==> src/rtl/bit_serializer.sv <==
// Parallel-to-serial feeder for the sequence detector: valid/ready word load,
// one-deep holding register, one bit per clock on a. SER_PARITY_EN appends an even-parity bit.
module bit_serializer #(
  parameter int WIDTH      = 8,
  parameter bit MSB_FIRST  = 1'b1,
  parameter bit IDLE_LEVEL = 1'b0
) (
  input  logic             clk,
  input  logic             reset,
  input  logic [WIDTH-1:0] data_in,
  input  logic             load_valid,
  output logic             load_ready,
  output logic             a,
  output logic             a_valid,
  output logic             busy
);

  localparam int            CW   = $clog2(WIDTH);
  localparam logic [CW-1:0] LAST = CW'(WIDTH - 1);

  typedef enum logic [1:0] {
    IDLE   = 2'd0,
    SHIFT  = 2'd1
`ifdef SER_PARITY_EN
    ,
    PARITY = 2'd2
`endif
  } state_t;

  state_t           state;
  state_t           next_state;
  logic [WIDTH-1:0] hold_data;
  logic             hold_full;
  logic [WIDTH-1:0] shift_reg;
  logic [WIDTH-1:0] shifted;
  logic [CW-1:0]    cnt;
  logic             transfer;
  logic             shift_en;
`ifdef SER_PARITY_EN
  logic             par;
`endif

  assign shifted = MSB_FIRST ? {shift_reg[WIDTH-2:0], 1'b0}
                             : {1'b0, shift_reg[WIDTH-1:1]};

  always_ff @(posedge clk or negedge reset) begin
    if (!reset) begin
      state <= IDLE;
    end else begin
      state <= next_state;
    end
  end

  // A transfer moves the held word into the shifter; it only happens when
  // hold_full is set, so it never coincides with a load.
  always_comb begin
    next_state = state;
    transfer   = 1'b0;
    shift_en   = 1'b0;
    case (state)
      IDLE: begin
        if (hold_full) begin
          transfer   = 1'b1;
          next_state = SHIFT;
        end
      end
      SHIFT: begin
        shift_en = 1'b1;
        if (cnt == LAST) begin
`ifdef SER_PARITY_EN
          next_state = PARITY;
`else
          if (hold_full) begin
            transfer   = 1'b1;
            next_state = SHIFT;
          end else begin
            next_state = IDLE;
          end
`endif
        end
      end
`ifdef SER_PARITY_EN
      PARITY: begin
        if (hold_full) begin
          transfer   = 1'b1;
          next_state = SHIFT;
        end else begin
          next_state = IDLE;
        end
      end
`endif
      default: next_state = IDLE;
    endcase
  end

  always_ff @(posedge clk or negedge reset) begin
    if (!reset) begin
      hold_data <= '0;
      hold_full <= 1'b0;
      shift_reg <= '0;
      cnt       <= '0;
`ifdef SER_PARITY_EN
      par       <= 1'b0;
`endif
    end else begin
      if (transfer) begin
        shift_reg <= hold_data;
        hold_full <= 1'b0;
        cnt       <= '0;
`ifdef SER_PARITY_EN
        par       <= ^hold_data;
`endif
      end else begin
        if (shift_en) begin
          shift_reg <= shifted;
          cnt       <= (cnt == LAST) ? '0 : cnt + CW'(1);
        end
        if (load_valid && !hold_full) begin
          hold_data <= data_in;
          hold_full <= 1'b1;
        end
      end
    end
  end

  // Outputs decode registers only; nothing combinational from the inputs.
  always_comb begin
    a       = IDLE_LEVEL;
    a_valid = 1'b0;
    case (state)
      SHIFT: begin
        a       = MSB_FIRST ? shift_reg[WIDTH-1] : shift_reg[0];
        a_valid = 1'b1;
      end
`ifdef SER_PARITY_EN
      PARITY: begin
        a       = par;
        a_valid = 1'b1;
      end
`endif
      default: begin
        a       = IDLE_LEVEL;
        a_valid = 1'b0;
      end
    endcase
  end

  assign load_ready = !hold_full;
  assign busy       = (state != IDLE) || hold_full;

endmodule
==> config.mk <==
export PLATFORM = sky130hd
export DESIGN_NAME = bit_serializer
export DESIGN_NICKNAME = d
export VERILOG_FILES = /design/src/rtl/bit_serializer.sv
export SDC_FILE = /design/constraint.sdc
export NUM_CORES = 1
export LEC_CHECK = 0
export ABC_AREA = 1
export ABC_CLOCK_PERIOD_IN_PS = 3300
export BUFFER_PORTS_ARGS = -buffer_cell sky130_fd_sc_hd__buf_2
export CELL_PAD_IN_SITES_DETAIL_PLACEMENT = 0
export CELL_PAD_IN_SITES_GLOBAL_PLACEMENT = 2
export CORE_ASPECT_RATIO = 1.75
export CORE_MARGIN = 2
export CORE_UTILIZATION = 35
export CTS_CLUSTER_DIAMETER = 60
export CTS_CLUSTER_SIZE = 20
export DETAILED_ROUTE_END_ITERATION = 7
export MAX_ROUTING_LAYER = met4
export PLACE_DENSITY = 0.89
export SLEW_MARGIN = 20
export SYNTH_ARGS = -nofsm -noshare
export SYNTH_HDL_FRONTEND = slang
export SYNTH_SLANG_ARGS = --single-unit
export TNS_END_PERCENT = 5
==> constraint.sdc <==
create_clock -name clk -period 3.3 [get_ports clk]
set_input_delay 0.66 -clock clk [delete_from_list [all_inputs] [get_ports clk]]
set_output_delay 0.66 -clock clk [all_outputs]
set_load 0.005 [all_outputs]
# After elaboration in Yosys (flattened, before gate mapping)
# Index checks and enable logic that the tools add are counted.
[op_classes]
add_sub_neg = 1
eq_ne = 4
mux = 16
n_bitwise = 1
reduce_logical = 9
[op_table]
columns = ["cell", "count"]
rows = [
  ["8-bit two-way mux", 2],
  ["3-bit two-way mux", 3],
  ["1-bit two-way mux", 7],
  ["2-bit nonzero test", 3],
  ["2-bit two-way mux", 2],
  ["2-bit != test (second input constant)", 2],
  ["2-bit case mux with 2 select lines", 1],
  ["2-bit AND reduction", 2],
  ["3-bit by 1-bit adder with 3-bit output (second input constant)", 1],
  ["3-bit equality test (second input constant)", 1],
  ["2-bit by 1-bit equality test with 1-bit output (second input constant)", 1],
  ["2-bit zero test", 1],
  ["1-bit case mux with 2 select lines", 1],
  ["1-bit logical AND", 1],
  ["1-bit zero test", 1],
  ["1-bit logical OR", 1],
  ["1-bit inverter", 1],
]
[totals]
ff_bits = 22
in_bits = 11
output_inout_bits = 4
word_cells = 36

# Longest topological paths before layout
[logic_depth]
depth_word = 5
ltp_mapped = 7
mapped_depth_nobuf = 7

# Worst setup path after synthesis
# Ideal clock, no wire load.
[synth_timing]
kind = "reg-to-output"
startpoint = "reg hold_full"
endpoint = "out load_ready"
arrival_ps = 708
t_required_ps = 2640
path_slack_ps = 1932
path_stages_with_launch = 4
path_buffers = 2
path_cell_list = "dfrtp_1 -> buf_6 -> inv_4 -> buf_6"
[synth_via]
elab_chain_len = 1
[synth_lines]
columns = ["element", "line_no", "rtl"]
rows = [
  ["start, declared", "33", "logic hold_full;"],
  ["start signal, assigned", "99", "hold_full <= 1'b0;"],
  ["start signal, assigned", "108", "hold_full <= 1'b0;"],
  ["start signal, assigned", "120", "hold_full <= 1'b1;"],
  ["1-bit zero test", "148", "assign load_ready = !hold_full;"],
  ["end, declared", "12", "output logic load_ready,"],
]
# Every way passes these cells.

# Worst setup path after layout
[layout_timing]
startpoint = "reg hold_full"
endpoint = "out busy"
[layout_via]
elab_chain_len = 1
[layout_lines]
columns = ["element", "line_no", "rtl"]
rows = [
  ["1-bit logical OR", "149", "assign busy = (state != IDLE) || hold_full;"],
  ["end, declared", "15", "output logic busy"],
]
# Every way passes these cells.

==> flow_summary.json <==
{
  "coreArea_mm2": 0.00269,
  "first_iter_violations": 9,
  "final_nets": 142,
  "synth_ff_type": "dfrtp_1",
  "cts_resized": 0,
  "cts_tree": "built",
  "routed_via_density": 4.68,
  "htree_levels": 1,
  "post_synth.cell_area_avg_um2": 8.52,
  "hold_path_class": "primary input to async pin",
  "syn_inst": 115,
  "n_antenna_cell": 0,
  "ios": 15,
  "worst_setup_path_end_kind": "primary output",
  "die_w_um": 44.0,
  "root_buffer": "clkbuf_8",
  "synthTopCellsByArea": "dfrtp_1 (54%), nand2_1 (15%), nand3_1 (13%)",
  "antenna_found_initial": 0,
  "finalSetupViolCount": 0,
  "p_leak_nw": 0.560,
  "start_util": 0.364,
  "cts_sinks": 21,
  "min_period_ns": 2.13,
  "rsz0062_at_grt": "false",
  "crit_type": "flip-flop to primary output",
  "die_h_um": 74.0,
  "cts_hold_buf": 0,
  "startpoint_type": "flip-flop",
  "ys_seq_area_frac": 0.536,
  "ys_ff_latch": 21,
  "yosysMostFrequentCell": "nand2_1",
  "avgRoutedWirePerCell_um": 11.0,
  "drv_slew": 0,
  "grt_pass1_wl_mm": 3.02,
  "drtAntennaViolNets": 0,
  "overflow": 0,
  "synth_warnings": 0,
  "hpwl_mm": 1.26,
  "post-synth-top-area-cell": "dfrtp_1",
  "ys_async_sr_fraction": 1.00,
  "cts-buffers-inserted": 3,
  "vias": 725,
  "outcome": "complete, no violations",
  "hold_viol": 0,
  "syn_to_final_growth_pct": 10.1,
  "drt_pass1_iterations": 4,
  "grt_pass1_vias": 707,
  "io_buffers": 14,
  "pre_cts_ws_ns": 1.44,
  "clk_pin_slew_ns": 0.08,
  "syn_nets": 128,
  "grt.total_usage": 0.128,
  "arrival_ns": 1.47,
  "dieArea_mm2": 0.00326,
  "ir_drop_uv": 318,
  "setup_ws_ns": 1.17,
  "clock_latency_ns": 0.25,
  "maxCapViolCount": 0,
  "grt_start_max_net_pins": 22,
  "p_per_area_mw_per_mm2": 805,
  "place_area_mm2": 0.00103,
  "drive_gt1_frac": 0.172,
  "synth_top_area_share": 0.536,
  "synth_cell_type_count": 12,
  "period_share": 0.645,
  "max-slew-margin-rel": 0.691,
  "finClkSkew_ns": 0.00200,
  "required_ns": 2.64,
  "gp_congestion": 0.739,
  "synth_area_um2": 980,
  "critPathMaxFanout": 17,
  "design_area_mm2": 0.00108,
  "drc": 0,
  "synth_edf_count": 0,
  "postCtsSetupBuffers": 0,
  "wirelength_mm": 1.70,
  "max_freq_mhz": 470,
  "rows": 25,
  "tns_ns": 0,
  "clock_path_buffers": 2,
  "tightest_slew_ns": 0.463,
  "ys_top_cells_by_count": "nand2_1 (38), nand3_1 (25), dfrtp_1 (21)"
}
placed cells by master, fill, tap and decap left out, drive strengths merged:
master and instances:
ha 2, nor2 7, nand3 25, buf 14
nand2 41, dfrtp 21, inv 11, o21ai 3
clkbuf 4
per-stage QoR:
stage | util | hold slack [ns] | instances | total power, W
final | 0.401 | 0.346 | 155 | 0.000868
after global routing | 0.401 | 0.387 | 155 | 0.000951
after CTS | 0.401 | 0.365 | 155 | 0.000884
after detailed placement | 0.384 | 0.462 | 151 | 0.000716
after global placement | 0.384 | 0.458 | 151 | 0.000707
after floorplan | - | 0.364 | 115 | 0.000671
worst paths after layout:
check / start / to / slack, ns / cells after the start
min reg2reg: hold_data[6] / hold_data[6] / 0.48 / 2
max: hold_full / busy / 1.17 / 3
min in group clk: hold_data[6] / hold_data[6] / 0.48 / 2
min: reset / shift_reg[0] / 0.35 / 1
max reg2reg: cnt[0] / cnt[1] / 1.87 / 7
max in group asynchronous: reset / shift_reg[4] / 2.64 / 1
critical path: stages, from the launching register on:
cell and delay, ns:
dfrtp_1 0.55, nor2_4 0.37, inv_1 0.14, buf_2 0.15
final cells by class:
type                       count  area [µm²]
clock buffer                   4        45.0
fill                         284        1610
inverter                      11        43.8
multi-input combinational     78         360
sequential                    21         526
tap                           27        33.8
timing repair buffer          14        70.1
report_power, final:
group          total (W)  internal [W]  leakage [nW]  switching (W)
Sequential      0.000436      0.000358         0.263      0.0000777
Combinational   0.000266      0.000102         0.274       0.000163
Clock           0.000167     0.0000859        0.0228      0.0000812
Total           0.000868      0.000546         0.560       0.000322
metal layers:
metal  GRT usage  wire length [µm]  part of all wire  vias to the layer above
li1            -                 -                 -                      387
met1       0.154               768              0.45                      322
met2       0.206               857              0.50                       14
met3      0.0218                56             0.033                        2
met4      0.0606                19             0.011                        0
met5           -                 0                 0                        -
logic make-up (layout without fill, tap and decap cells):
family                   count (synthesis)  in the layout  synth area share
AND/OR/NAND/NOR                         73             73             0.327
flip-flops                              21             21             0.536
buffers and inverters                   16             29            0.0958
AO/OA/AOI/OAI                            3              3            0.0153
adder cells (fa/ha/maj)                  2              2            0.0255
Power figures use the tool's default switching activity.
